--- src/rtl/dbg_pkg.sv ---
// Shared types and constants for the debug command sequencer: op codes, bus addresses,
// CTRL write-bit / status-bit positions and the sequencer state encoding.
package dbg_pkg;

    typedef enum logic [2:0] {
        OP_HALT    = 3'd0,
        OP_RESUME  = 3'd1,
        OP_STEP    = 3'd2,
        OP_INJECT  = 3'd3,
        OP_RD_STAT = 3'd4,
        OP_RD_INJ  = 3'd5,
        OP_CPU_RST = 3'd6,
        OP_RSVD    = 3'd7
    } dbg_op_e;

    localparam logic [7:0] ADDR_CTRL = 8'h00;
    localparam logic [7:0] ADDR_INJ  = 8'h04;

    localparam int CTRL_STEP      = 4;
    localparam int CTRL_SET_RESET = 16;
    localparam int CTRL_SET_HALT  = 17;
    localparam int CTRL_CLR_RESET = 24;
    localparam int CTRL_CLR_HALT  = 25;

    localparam int ST_RESET_IT   = 0;
    localparam int ST_HALT_IT    = 1;
    localparam int ST_PIP_BUSY   = 2;
    localparam int ST_HALTED_BRK = 3;
    localparam int ST_STEP_IT    = 4;
    localparam int ST_RESET_OUT  = 31;

    typedef enum logic [2:0] {
        S_IDLE,
        S_ISSUE,
        S_WAIT_RSP,
        S_POLL_GAP,
        S_POLL_ISSUE,
        S_POLL_WAIT,
        S_DONE
    } dbg_state_e;

    function automatic logic [31:0] ctrl_bit(input int pos);
        return 32'd1 << pos;
    endfunction

endpackage

--- src/rtl/debug_cmd_seq_if.sv ---
// CPU debug bus: command channel driven by the sequencer, read data and resetOut from the core.
interface debug_cmd_seq_if;

    logic        cmd_valid;
    logic        cmd_ready;
    logic        cmd_wr;
    logic [7:0]  cmd_addr;
    logic [31:0] cmd_data;
    logic [31:0] rsp_data;
    logic        reset_out;

    modport master (
        output cmd_valid, cmd_wr, cmd_addr, cmd_data,
        input  cmd_ready, rsp_data, reset_out
    );

    modport slave (
        input  cmd_valid, cmd_wr, cmd_addr, cmd_data,
        output cmd_ready, rsp_data, reset_out
    );

endinterface

--- src/rtl/dbg_poll_timer.sv ---
// Inter-poll gap counter plus a saturating poll counter that only exists when
// DBG_CMD_TIMEOUT_EN is defined; otherwise expired is tied low.
module dbg_poll_timer #(
    parameter int unsigned POLL_GAP     = 4,
    parameter int unsigned POLL_TIMEOUT = 1024
) (
    input  logic clk,
    input  logic reset,
    input  logic start,
    input  logic gap_run,
    input  logic tick,
    output logic gap_done,
    output logic expired
);

    localparam int GW = (POLL_GAP > 1) ? $clog2(POLL_GAP) : 1;

    logic [GW-1:0] gap_cnt;

    // gap_done flags the last idle cycle so the poll read launches right after it
    assign gap_done = gap_run && ((32'(gap_cnt) + 32'd1) >= POLL_GAP);

    always_ff @(posedge clk) begin
        if (reset || start)
            gap_cnt <= '0;
        else if (gap_run)
            gap_cnt <= gap_done ? '0 : gap_cnt + 1'b1;
    end

`ifdef DBG_CMD_TIMEOUT_EN
    localparam int TW = $clog2(POLL_TIMEOUT + 1);

    logic [TW-1:0] poll_cnt;

    always_ff @(posedge clk) begin
        if (reset || start)
            poll_cnt <= '0;
        else if (tick && (32'(poll_cnt) < POLL_TIMEOUT))
            poll_cnt <= poll_cnt + 1'b1;
    end

    assign expired = tick && ((32'(poll_cnt) + 32'd1) >= POLL_TIMEOUT);
`else
    localparam int unsigned UNUSED_TIMEOUT = POLL_TIMEOUT;
    logic unused_tick;
    assign unused_tick = tick;
    assign expired     = 1'b0;
`endif

endmodule

--- src/rtl/debug_cmd_seq.sv ---
// Debug command sequencer: expands one host request into debug-bus writes/reads and CTRL polling.
// Optional poll timeout is enabled with the DBG_CMD_TIMEOUT_EN macro.
module debug_cmd_seq
    import dbg_pkg::*;
#(
    parameter int unsigned POLL_TIMEOUT = 1024,
    parameter int unsigned POLL_GAP     = 4
) (
    input  logic                 clk,
    input  logic                 reset,
    input  logic                 req_valid,
    output logic                 req_ready,
    input  dbg_op_e              req_op,
    input  logic [31:0]          req_data,
    output logic                 rsp_valid,
    output logic [31:0]          rsp_data,
    output logic                 rsp_err,
    debug_cmd_seq_if.master      dbg
);

    dbg_state_e  state, state_nxt;
    dbg_op_e     op_q, op_nxt;
    logic        second_q, second_nxt;
    logic        cmd_valid_q, cmd_valid_nxt;
    logic        cmd_wr_q, cmd_wr_nxt;
    logic [7:0]  cmd_addr_q, cmd_addr_nxt;
    logic [31:0] cmd_data_q, cmd_data_nxt;
    logic        rsp_valid_q, rsp_valid_nxt;
    logic        rsp_err_q, rsp_err_nxt;
    logic [31:0] rsp_data_q, rsp_data_nxt;

    logic        fire, poll_ok;
    logic [31:0] status;
    logic        timer_start, gap_run, poll_tick, gap_done, expired;
    logic        enter_poll, issue_poll;

    dbg_poll_timer #(
        .POLL_GAP     (POLL_GAP),
        .POLL_TIMEOUT (POLL_TIMEOUT)
    ) u_timer (
        .clk      (clk),
        .reset    (reset),
        .start    (timer_start),
        .gap_run  (gap_run),
        .tick     (poll_tick),
        .gap_done (gap_done),
        .expired  (expired)
    );

    assign req_ready = (state == S_IDLE) && !reset;
    assign fire      = cmd_valid_q && dbg.cmd_ready;
    assign status    = {dbg.reset_out, dbg.rsp_data[30:0]};

    always_comb begin
        poll_ok = 1'b0;
        case (op_q)
            OP_HALT:   poll_ok = status[ST_HALT_IT];
            OP_STEP:   poll_ok = status[ST_HALT_IT] && !status[ST_PIP_BUSY];
            OP_INJECT: poll_ok = !status[ST_PIP_BUSY];
            default:   poll_ok = 1'b0;
        endcase
    end

    always_comb begin
        state_nxt     = state;
        op_nxt        = op_q;
        second_nxt    = second_q;
        cmd_valid_nxt = cmd_valid_q;
        cmd_wr_nxt    = cmd_wr_q;
        cmd_addr_nxt  = cmd_addr_q;
        cmd_data_nxt  = cmd_data_q;
        rsp_valid_nxt = 1'b0;
        rsp_err_nxt   = 1'b0;
        rsp_data_nxt  = rsp_data_q;
        timer_start   = 1'b0;
        gap_run       = 1'b0;
        poll_tick     = 1'b0;
        enter_poll    = 1'b0;
        issue_poll    = 1'b0;

        case (state)
            S_IDLE: begin
                if (req_valid && req_ready) begin
                    op_nxt        = req_op;
                    second_nxt    = 1'b0;
                    state_nxt     = S_ISSUE;
                    cmd_valid_nxt = (req_op != OP_RSVD);
                    cmd_wr_nxt    = !(req_op == OP_RD_STAT || req_op == OP_RD_INJ);
                    cmd_addr_nxt  = (req_op == OP_INJECT || req_op == OP_RD_INJ) ? ADDR_INJ : ADDR_CTRL;
                    case (req_op)
                        OP_HALT:    cmd_data_nxt = ctrl_bit(CTRL_SET_HALT);
                        OP_RESUME:  cmd_data_nxt = ctrl_bit(CTRL_CLR_HALT);
                        OP_STEP:    cmd_data_nxt = ctrl_bit(CTRL_CLR_HALT) | ctrl_bit(CTRL_STEP);
                        OP_INJECT:  cmd_data_nxt = req_data;
                        OP_CPU_RST: cmd_data_nxt = ctrl_bit(CTRL_SET_RESET);
                        default:    cmd_data_nxt = 32'd0;
                    endcase
                end
            end

            S_ISSUE: begin
                // reserved op never touches the bus; it just reports an error
                if (op_q == OP_RSVD) begin
                    state_nxt     = S_DONE;
                    rsp_valid_nxt = 1'b1;
                    rsp_err_nxt   = 1'b1;
                    rsp_data_nxt  = 32'd0;
                end else if (fire) begin
                    cmd_valid_nxt = 1'b0;
                    case (op_q)
                        OP_HALT, OP_STEP, OP_INJECT: begin
                            timer_start = 1'b1;
                            enter_poll  = 1'b1;
                        end
                        OP_RD_STAT, OP_RD_INJ: state_nxt = S_WAIT_RSP;
                        OP_CPU_RST: begin
                            if (!second_q) begin
                                second_nxt    = 1'b1;
                                cmd_valid_nxt = 1'b1;
                                cmd_data_nxt  = ctrl_bit(CTRL_CLR_RESET);
                            end else begin
                                state_nxt     = S_DONE;
                                rsp_valid_nxt = 1'b1;
                                rsp_data_nxt  = 32'd0;
                            end
                        end
                        default: begin
                            state_nxt     = S_DONE;
                            rsp_valid_nxt = 1'b1;
                            rsp_data_nxt  = 32'd0;
                        end
                    endcase
                end
            end

            S_WAIT_RSP: begin
                state_nxt     = S_DONE;
                rsp_valid_nxt = 1'b1;
                rsp_data_nxt  = (op_q == OP_RD_STAT) ? status : dbg.rsp_data;
            end

            S_POLL_GAP: begin
                gap_run = 1'b1;
                if (gap_done)
                    issue_poll = 1'b1;
            end

            S_POLL_ISSUE: begin
                if (fire) begin
                    cmd_valid_nxt = 1'b0;
                    state_nxt     = S_POLL_WAIT;
                end
            end

            S_POLL_WAIT: begin
                poll_tick = 1'b1;
                // success is checked first so a hit on the final allowed poll is not an error
                if (poll_ok || expired) begin
                    state_nxt     = S_DONE;
                    rsp_valid_nxt = 1'b1;
                    rsp_err_nxt   = !poll_ok;
                    rsp_data_nxt  = status;
                end else begin
                    enter_poll = 1'b1;
                end
            end

            S_DONE:  state_nxt = S_IDLE;
            default: state_nxt = S_IDLE;
        endcase

        if (enter_poll) begin
            if (POLL_GAP == 0)
                issue_poll = 1'b1;
            else
                state_nxt = S_POLL_GAP;
        end

        if (issue_poll) begin
            state_nxt     = S_POLL_ISSUE;
            cmd_valid_nxt = 1'b1;
            cmd_wr_nxt    = 1'b0;
            cmd_addr_nxt  = ADDR_CTRL;
            cmd_data_nxt  = 32'd0;
        end
    end

    always_ff @(posedge clk) begin
        if (reset) begin
            state       <= S_IDLE;
            op_q        <= OP_HALT;
            second_q    <= 1'b0;
            cmd_valid_q <= 1'b0;
            cmd_wr_q    <= 1'b0;
            cmd_addr_q  <= 8'd0;
            cmd_data_q  <= 32'd0;
            rsp_valid_q <= 1'b0;
            rsp_err_q   <= 1'b0;
            rsp_data_q  <= 32'd0;
        end else begin
            state       <= state_nxt;
            op_q        <= op_nxt;
            second_q    <= second_nxt;
            cmd_valid_q <= cmd_valid_nxt;
            cmd_wr_q    <= cmd_wr_nxt;
            cmd_addr_q  <= cmd_addr_nxt;
            cmd_data_q  <= cmd_data_nxt;
            rsp_valid_q <= rsp_valid_nxt;
            rsp_err_q   <= rsp_err_nxt;
            rsp_data_q  <= rsp_data_nxt;
        end
    end

    assign dbg.cmd_valid = cmd_valid_q;
    assign dbg.cmd_wr    = cmd_wr_q;
    assign dbg.cmd_addr  = cmd_addr_q;
    assign dbg.cmd_data  = cmd_data_q;
    assign rsp_valid     = rsp_valid_q;
    assign rsp_err       = rsp_err_q;
    assign rsp_data      = rsp_data_q;

endmodule

--- src/flat_wrapper.sv ---
// flat-port wrapper written by rule: the top's interface ports become plain ports
module debug_cmd_seq_flat import dbg_pkg::*;
#(
    parameter int unsigned POLL_TIMEOUT = 1024,
    parameter int unsigned POLL_GAP     = 4
)
  (clk, reset, req_valid, req_ready, req_op, req_data, rsp_valid, rsp_data, rsp_err, dbg_cmd_valid, dbg_cmd_wr, dbg_cmd_addr, dbg_cmd_data, dbg_cmd_ready, dbg_rsp_data, dbg_reset_out);
  debug_cmd_seq_if dbg_i ();
  input  logic clk;
  input  logic reset;
  input  logic req_valid;
  output logic req_ready;
  input  dbg_op_e req_op;
  input  logic [31:0] req_data;
  output logic rsp_valid;
  output logic [31:0] rsp_data;
  output logic rsp_err;
  output wire logic [$bits(dbg_i.cmd_valid)-1:0] dbg_cmd_valid;
  output wire logic [$bits(dbg_i.cmd_wr)-1:0] dbg_cmd_wr;
  output wire logic [$bits(dbg_i.cmd_addr)-1:0] dbg_cmd_addr;
  output wire logic [$bits(dbg_i.cmd_data)-1:0] dbg_cmd_data;
  input wire logic [$bits(dbg_i.cmd_ready)-1:0] dbg_cmd_ready;
  input wire logic [$bits(dbg_i.rsp_data)-1:0] dbg_rsp_data;
  input wire logic [$bits(dbg_i.reset_out)-1:0] dbg_reset_out;
  assign dbg_cmd_valid = dbg_i.cmd_valid;
  assign dbg_cmd_wr = dbg_i.cmd_wr;
  assign dbg_cmd_addr = dbg_i.cmd_addr;
  assign dbg_cmd_data = dbg_i.cmd_data;
  assign dbg_i.cmd_ready = dbg_cmd_ready;
  assign dbg_i.rsp_data = dbg_rsp_data;
  assign dbg_i.reset_out = dbg_reset_out;
  debug_cmd_seq #(.POLL_TIMEOUT(POLL_TIMEOUT), .POLL_GAP(POLL_GAP)) u_core (.clk(clk), .reset(reset), .req_valid(req_valid), .req_ready(req_ready), .req_op(req_op), .req_data(req_data), .rsp_valid(rsp_valid), .rsp_data(rsp_data), .rsp_err(rsp_err), .dbg(dbg_i));
endmodule
--- config.mk ---
export PLATFORM = sky130hd
export DESIGN_NAME = debug_cmd_seq_flat
export DESIGN_NICKNAME = d
export VERILOG_FILES = /design/src/rtl/dbg_pkg.sv /design/src/rtl/debug_cmd_seq_if.sv /design/src/rtl/dbg_poll_timer.sv /design/src/rtl/debug_cmd_seq.sv /design/src/flat_wrapper.sv
export SDC_FILE = /design/constraint.sdc
export NUM_CORES = 1
export LEC_CHECK = 0
export CORE_ASPECT_RATIO = 1.5
export CORE_MARGIN = 1.5
export CORE_UTILIZATION = 40
export DETAILED_ROUTE_END_ITERATION = 10
export HOLD_SLACK_MARGIN = 0.08
export MAX_ROUTING_LAYER = met4
export PLACE_DENSITY_LB_ADDON = 0.25
export SLEW_MARGIN = 20
export SYNTH_ARGS = -nofsm -noshare
export SYNTH_HDL_FRONTEND = slang
export SYNTH_SLANG_ARGS = --single-unit
--- constraint.sdc ---
create_clock -name clk -period 2.7 [get_ports clk]
set_clock_uncertainty 0.15 [all_clocks]
set_input_delay 0.405 -clock clk [delete_from_list [all_inputs] [get_ports clk]]
set_output_delay 0.405 -clock clk [all_outputs]
set_load 0.02 [all_outputs]
==> Yosys cells after proc, flatten, opt, wreduce, memory -nomap -nowiden <==
Cells that the tools add are included.
{ "word_totals": {"in_bits": 72, "regBits": 85, "output_inout_bits": 77} }
{ "op_classes": {"reduce_logical": 29, "n_eq_ne": 45, "addsub": 2, "order_cmp": 1, "n_mux": 58} }
{ "op_table": {"columns": ["operator", "count"], "rows": [
  ["32-bit two-way mux", 10],
  ["32-bit one-hot mux with 5 select lines", 1],
  ["32-bit one-hot mux with 2 select lines", 2],
  ["32-bit one-hot mux with 3 select lines", 1],
  ["32-bit by 3-bit greater-or-equal comparator with 1-bit output (second input constant)", 1],
  ["3-bit == test (second input constant)", 9],
  ["3-bit two-way mux", 9],
  ["1-bit two-way mux", 25],
  ["3-bit by 2-bit == test with 1-bit output (second input constant)", 6],
  ["3-bit by 1-bit inequality test with 1-bit output (second input constant)", 6],
  ["3-bit one-hot mux with 6 select lines", 1],
  ["5-bit AND reduction", 3],
  ["7-bit AND reduction", 2],
  ["3-bit by 2-bit inequality test with 1-bit output (second input constant)", 4],
  ["4-bit by 1-bit inequality test with 1-bit output (second input constant)", 3],
  ["4-bit by 2-bit inequality test with 1-bit output (second input constant)", 3],
  ["5-bit by 2-bit inequality test with 1-bit output (second input constant)", 2],
  ["3-bit zero test", 3],
  ["1-bit one-hot mux with 3 select lines", 3],
  ["3-bit one-hot mux with 3 select lines", 1],
  ["2-bit by 1-bit inequality test with 1-bit output (second input constant)", 4],
  ["1-bit one-hot mux with 2 select lines", 4],
  ["3-bit by 1-bit == test with 1-bit output (second input constant)", 2],
  ["2-bit inequality test (second input constant)", 3],
  ["17 further kinds", 27]
]} }

==> Longest topological paths before layout <==
Gate-level depths: netlist (run 1).
{ "logic_depth": {"depth_word": 8, "mapped_depth": 7, "mapped_depth_nobuf": 6} }

==> Cells and area by module <==
A second synthesis (run 1) with hierarchy kept.
{ "hier_totals": {"cells_unflattened": 430, "area_unflattened_um2": 3527.1} }
{ "by_module_without_submodules": {"columns": ["module", "instances", "area_each_um2", "seq_area_each_um2", "cells_each"], "rows": [
  ["debug_cmd_seq", 1, 3408.3, 1521.5, 418],
  ["dbg_poll_timer", 1, 118.9, 40.0, 12]
]} }

==> Worst setup path after synthesis (run 1) <==
OpenSTA, ideal clock, no wires.
{ "synth_timing": {"kind": "in2out", "start": "in reset", "end": "out req_ready", "setup_slack_ps": 738, "path_stages": 3, "arrival_ps": 1407, "path_buffers": 2, "cell_sequence": "clkbuf_1 > clkbuf_1 > nor4_1"} }
{ "synth_via": {"elab_chain_cells": 2} }
{ "synth_rtl": {"columns": ["item", "line", "source"], "rows": [
  ["start: declaration", "flat_wrapper.sv:10", "input logic reset;"],
  ["1-bit zero test", "debug_cmd_seq.sv:50", "assign req_ready = (state == S_IDLE) && !reset;"],
  ["1-bit logical AND", "debug_cmd_seq.sv:50", null],
  ["end: declaration", "flat_wrapper.sv:12", "output logic req_ready;"]
]} }
No other way between the ends.

==> Worst setup path after layout (run 1) <==
{ "layout_timing": {"start": "reg u_core.state[1]", "end": "out req_ready"} }
{ "layout_via": {"elab_chain_cells": 2} }
{ "layout_rtl": {"columns": ["item", "line", "source"], "rows": [
  ["start: declaration", "debug_cmd_seq.sv:21", "dbg_state_e state, state_nxt;"],
  ["start signal: assignment", "debug_cmd_seq.sv:201", "state <= state_nxt;"],
  ["3-bit zero test", "debug_cmd_seq.sv:50", null],
  ["1-bit logical AND", "debug_cmd_seq.sv:50", null]
]} }
No other way between the ends.

==> reports/qor.yml, run 1 <==
nets: 622
gp_routability_congestion: 0.933
r2r-start: "u_core.state[1]"
netlist_top_cells_area: "sky130_fd_sc_hd__dfxtp_1 (45%), sky130_fd_sc_hd__a21oi_1 (11%), sky130_fd_sc_hd__nand3_1 (9.2%)"
postSynthCellCount: 423
dieArea_um2: 9260
r2r.worst_path.cells: 5
global_route.overflow_total: 0
global_route_wire_length_before_repair_um: 15200
number_of_max_slew_violations_in_the_final_report: 0
cts_resized: 0
asyncSetResetFlopFracSynth_pct: 0
clk_root_buffer_cell: "sky130_fd_sc_hd__clkbuf_16"
core_um2: 8410
first_pass_iters: 4
synth_top_area_cell: "sky130_fd_sc_hd__dfxtp_1"
yosysTopAreaCellShare_pct: 45.0
synth.top_cells.by_count: "sky130_fd_sc_hd__dfxtp_1 (78), sky130_fd_sc_hd__a21oi_1 (73), sky130_fd_sc_hd__nand2_1 (70)"
clkTransAtPathRegs_ns: 0.06
worstHoldEndpoint: "u_core.dbg.cmd_data[20]"
synth_warnings: 0
worst_slew_margin_rel_pct: 56.6
number_of_buffers_inserted_by_hold_repair_at_cts: 0
critPathArrivalTime_ns: 1.89
route.antenna.remaining_nets: 0
final.setup.worst_slack_ns: 0.254
leakage_nw: 1.72
synth_cell_types: 59
max_clock_freq_mhz: 409
cts_htree_levels: 3
max_fo_critical_path: 17
cts-buffers-inserted: 9
first_global_vias: 3316
placement_rows: 41
clock_sinks: 78
setup_repair_after_global_routing_missed_its_margin: "no"
cp-start-kind: "flop"
drc: 0
grt_antenna_before_repair: 0
synth_sequential_area_ratio_pct: 45.0
reg2reg_setup_slack_ns: 0.45
dieWidth_um: 79.1
grtUsageTotal_pct: 21.2
clock_tree.buffer_depth: 2
finalCriticalPeriod_ns: 2.45
min_path_type: "flop to flop"
detailed_place_hpwl_um: 6570
max_rail_drop_vdd_mv: 0.420
vias: 3463
drt_iter0_drc: 210
post_synth.cell_area_avg_um2: 8.21
postSynth.topFlopCell: "sky130_fd_sc_hd__dfxtp_1"
cts_setup_buffers: 0
finalWirelength_um: 9410
io_pins: 149
cap_violations: 0
synth.most_common_cell: "sky130_fd_sc_hd__dfxtp_1"
timing.hold.worst.start: "u_core.dbg.cmd_data[20]"
cell_area_after_synthesis_um2: 3470
timing.critical_path.required_ns: 2.14
slew_of_the_pin_with_the_lowest_slew_margin_ns: 0.651
clock_insertion_delay_worst_skew_ns: 0.33
timing_hold_violations_final: 0
cts_tree: "built"
route.detailed.wl_per_inst_um: 14.2
capturing_element_type_of_the_critical_path: "output pin"
syn2layout_area_growth_pct: 48.6
io_buffer_count: 141
report.final.setup_viol: 0
status: "finished clean"
antenna-diode-count: 0
finalSetupTns_ns: 0
worst_r2r_endpoint: "u_core.rsp_data[12]"
synth-edff-count: 0
power_per_cell_area_nw_per_um2: 549
drive_above_1_share_pct: 7.76
floorplan.die.height_um: 117
worstHoldPathCells: 2
avgViaCountPerCell: 5.24
initial_utilization_pct: 41.3
dp_worst_setup_slack_ns: 0.188
path_class: "flop to output pin"
fin_crit_sh_pct: 90.6
grt_start_max_net_pins: 42
postSynthRegisterBits: 78
## how the worst max path moves through the flow
stage,start,to,depth (start not counted)
final,u_core.state[1],req_ready,2
after global routing,u_core.state[1],req_ready,2
after CTS,u_core.state[1],req_ready,2
after detailed placement,reset,u_core.dbg.cmd_data[24],7
after global placement,reset,u_core.dbg.cmd_data[24],7
after floorplan,reset,req_ready,3
## worst max-delay path, stage by stage, from the launching register on
cell and delay, ns:
sky130_fd_sc_hd__dfxtp_1 0.51, sky130_fd_sc_hd__nor4_1 0.38, sky130_fd_sc_hd__clkdlybuf4s50_1 0.66
## cell type report
| class | count | area (µm²) |
|---|---|---|
| Multi-Input combinational cell | 302 | 1660 |
| Inverter | 5 | 18.8 |
| Tap cell | 107 | 134 |
| Clock inverter | 5 | 35.0 |
| Clock buffer | 11 | 243 |
| Sequential cell | 78 | 1560 |
| Timing Repair Buffer | 153 | 1510 |
| Fill cell | 751 | 3250 |
## sequential cells by signal (all words and copies together) (netlist names)
signal and flops:
u_core.dbg.cmd_addr 1, u_core.dbg.cmd_data 32, u_core.dbg.cmd_valid 1, u_core.dbg.cmd_wr 1
u_core.op_q 3, u_core.rsp_data 32, u_core.rsp_err 1, u_core.rsp_valid 1
u_core.second_q 1, u_core.state 3, u_core.u_timer.gap_cnt 2
## metal layers
| metal | up-vias | global-route usage [%] | wire length (µm) |
|---|---|---|---|
| met5 | - | - | 0 |
| met4 | 0 | 11.0 | 261 |
| met3 | 21 | 4.42 | 683 |
| met2 | 143 | 34.9 | 4450 |
| met1 | 1579 | 24.2 | 4010 |
| li1 | 1720 | - | - |
## cell usage in the layout (no fill, tap or decap), types with 7 or more instances in the layout
cell type / count
sky130_fd_sc_hd__o21ai_0: 11
sky130_fd_sc_hd__buf_4: 11
sky130_fd_sc_hd__a21oi_1: 73
sky130_fd_sc_hd__nand3_1: 64
sky130_fd_sc_hd__nor2_1: 12
sky130_fd_sc_hd__nand2_1: 70
sky130_fd_sc_hd__dfxtp_1: 78
sky130_fd_sc_hd__clkdlybuf4s50_1: 141
sky130_fd_sc_hd__conb_1: 7
sky130_fd_sc_hd__clkbuf_16: 9
## report_power, final
group          total, mW  switching (mW)  internal [mW]
sequential          1.22          0.0438           1.18
clock               1.12           0.471          0.645
combinational      0.493           0.260          0.233
total               2.83           0.774           2.06
## through the flow
step	total power, mW	cells	hold WS [ns]	util, %	instance area [µm²]
after floorplan	1.55	429	0.336	-	3500
after global placement	1.73	645	0.287	58.0	4880
after detailed placement	1.74	645	0.293	58.0	4880
after CTS	2.86	661	0.301	61.3	5160
after global routing	2.95	661	0.316	61.3	5160
final	2.83	661	0.299	61.3	5160
## logic make-up (layout without fill, tap and decap cells)
kind of cell | Yosys count | after routing | share of synthesized area, %
and+or+nand+nor | 178 | 178 | 25.5
AOI/OAI and AO/OA | 112 | 112 | 19.9
DFF | 78 | 78 | 45.0
buffers and inverters | 49 | 174 | 8.03
muxes | 3 | 3 | 0.865
adders and majority gates | 1 | 1 | 0.360
other | 1 | 7 | 0.108
xor gates and xnor gates | 1 | 1 | 0.252
Note: power is estimated with default switching activity, not from simulation.
==> run 2: changes to the inputs <==
--- a/config.mk
+++ b/config.mk
@@ -12,6 +12,7 @@
 export HOLD_SLACK_MARGIN = 0.08
 export MAX_ROUTING_LAYER = met4
 export PLACE_DENSITY_LB_ADDON = 0.25
+export SETUP_SLACK_MARGIN = 0.3
 export SLEW_MARGIN = 20
 export SYNTH_ARGS = -nofsm -noshare
 export SYNTH_HDL_FRONTEND = slang
==> run 2 against run 1 <==
  * Cell count unchanged
  * Via count about the same
  * Sequential power about the same
  * Sequential share of layout area about the same
  * Worst setup slack better by 0.22 ns
  * Fmax up 9.7%
  * Non-clock buffer count unchanged
  * Largest power group unchanged
==> reports/qor.yml, run 2 (synthesis results as in run 1) <==
status: "finished clean"
cts-buffers-inserted: 9  # unchanged
dp_worst_setup_slack_ns: 0.188  # unchanged
drive_above_1_share_pct: 7.94  # +0.18 points
placement_rows: 41  # unchanged
route.antenna.remaining_nets: 0  # unchanged
met3RoutedLength_um: 719  # +5.3%
worst_slew_margin_rel_pct: 62.4  # +5.8 points
finalSetupTns_ns: 0  # unchanged
min_path_type: "flop to flop"
mostFrequentLayoutCell: "sky130_fd_sc_hd__clkdlybuf4s50_1"
setup_repair_after_global_routing_missed_its_margin: "no"
nets: 622  # unchanged
power_per_cell_area_nw_per_um2: 548  # -0.19%
slew_of_the_pin_with_the_lowest_slew_margin_ns: 0.564  # -0.0876 ns
instance_area_after_placement_um2: 4880  # unchanged
dieArea_um2: 9260  # unchanged
critPathArrivalTime_ns: 2.34  # +0.45 ns
leakage_nw: 1.73  # +0.34%
met2RoutedLength_um: 4400  # -1.3%
global_route.overflow_total: 0  # unchanged
timing_hold_violations_final: 0  # unchanged
highest_count_cells_in_the_layout_ignoring_fill_and_taps: "sky130_fd_sc_hd__clkdlybuf4s50_1 (140), sky130_fd_sc_hd__dfxtp_1 (77), sky130_fd_sc_hd__a21oi_1 (73), sky130_fd_sc_hd__nand2_1 (70), sky130_fd_sc_hd__nand3_1 (64)"
grtUsageTotal_pct: 21.2  # unchanged
first_global_vias: 3302  # -0.42%
drc: 0  # unchanged
detailed_place_hpwl_um: 6570  # unchanged
syn2layout_area_growth_pct: 49.0
initial_utilization_pct: 41.3  # unchanged
fin_crit_sh_pct: 82.6  # -8.0 points
io_pins: 149  # unchanged
clock_tree.buffer_depth: 2  # unchanged
first_pass_iters: 4  # unchanged
clock_sinks: 78  # unchanged
flip_flop_and_latch_area_um2: 1560  # about the same
core_um2: 8410  # unchanged
finalInstanceArea_um2: 5170  # +0.24%
vias: 3465  # +0.058%
num-fill-cells: 750  # -0.13%
drt_iter0_drc: 191  # -9.0%
clock_insertion_delay_worst_skew_ns: 0.33  # about the same
io_buffer_count: 141  # unchanged
max_fo_critical_path: 24  # +7
maxUsedRoutingLayer: "met4"
grt_start_max_net_pins: 42  # unchanged
timing.critical_path.required_ns: 2.81  # +0.67 ns
final.setup.worst_slack_ns: 0.471  # +0.217 ns
report.final.setup_viol: 0  # unchanged
max_clock_freq_mhz: 449  # +9.7%
route.detailed.wl_per_inst_um: 14.2  # about the same
global_route_wire_length_before_repair_um: 15200  # unchanged
path_class: "flop to flop"
finalWirelength_um: 9400  # about the same
multiInputGateArea_um2: 1660  # +0.53%
antenna-diode-count: 0  # unchanged
gp_routability_congestion: 0.933  # unchanged
cap_violations: 0  # unchanged
max_rail_drop_vdd_mv: 0.419  # about the same
cts_tree: "built"
cts_htree_levels: 3  # unchanged
floorplan.die.height_um: 117  # unchanged
met1_length_um: 4030  # +0.55%
cp-start-kind: "flop"
clkTransAtPathRegs_ns: 0.06  # about the same
avgViaCountPerCell: 5.24  # about the same
number_of_max_slew_violations_in_the_final_report: 0  # unchanged
dieWidth_um: 79.1  # unchanged
capturing_element_type_of_the_critical_path: "flop"
clk_root_buffer_cell: "sky130_fd_sc_hd__clkbuf_16"
grt_antenna_before_repair: 0  # unchanged
finalCriticalPeriod_ns: 2.23  # -0.217 ns
run 2: worst paths after layout:
kind	start	endpoint	slack (ns)	cells past startpoint
worst min register to register	u_core.rsp_data[4]	u_core.rsp_data[4]	0.30	2
worst min-delay path	u_core.rsp_data[4]	u_core.rsp_data[4]	0.30	2
worst max-delay path	u_core.state[0]	u_core.dbg.cmd_data[8]	0.47	5
worst max register to register	u_core.state[0]	u_core.dbg.cmd_data[8]	0.47	5
run 2: power by group:
group          switching, mW  internal, mW  leakage, nW
clock network          0.470         0.645        0.124
registers             0.0441          1.18        0.630
logic                  0.261         0.233        0.972
total                  0.775          2.06         1.73
run 2: per-stage QoR:
| stage | instances | hold WS (ns) | power [mW] | utilization (%) |
|---|---|---|---|---|
| after floorplan | 429 | 0.336 | 1.55 | - |
| after global placement | 645 | 0.287 | 1.73 | 58.0 |
| after detailed placement | 645 | 0.293 | 1.74 | 58.0 |
| after CTS | 661 | 0.301 | 2.85 | 61.3 |
| after global routing | 661 | 0.316 | 2.95 | 61.5 |
| final | 661 | 0.300 | 2.83 | 61.5 |
run 2: worst max-delay path, stage by stage (launching register included):
cell and delay (ns):
sky130_fd_sc_hd__dfxtp_1 0.54, sky130_fd_sc_hd__or3b_1 0.53, sky130_fd_sc_hd__o2bb2ai_2 0.36, sky130_fd_sc_hd__buf_4 0.35, sky130_fd_sc_hd__nand2_1 0.09, sky130_fd_sc_hd__a21oi_1 0.13
run 2: cell type report:
class                   instances  share of cell area (%)
clock buffers                  11                    4.69
clock inverters                 5                   0.677
inverters                       5                   0.363
multi-input cells             302                    32.2
flip-flops and latches         78                    30.2
well taps                     107                    2.59
repair buffers                153                    29.3
run 2: routing by layer:
layer / track usage [%] / up-vias
li1: - / 1722
met1: 24.4 / 1580
met2: 34.6 / 144
met3: 4.42 / 19
met4: 11.0 / 0
met5: - / -
run 2: repair_timing:
| item | in CTS | in global routing |
|---|---|---|
| hold buffers | 0 | 0 |
| setup buffers | 0 | 0 |
| gates resized for setup | 2 | 2 |
| endpoints found under the setup margin | 1 | 5 |
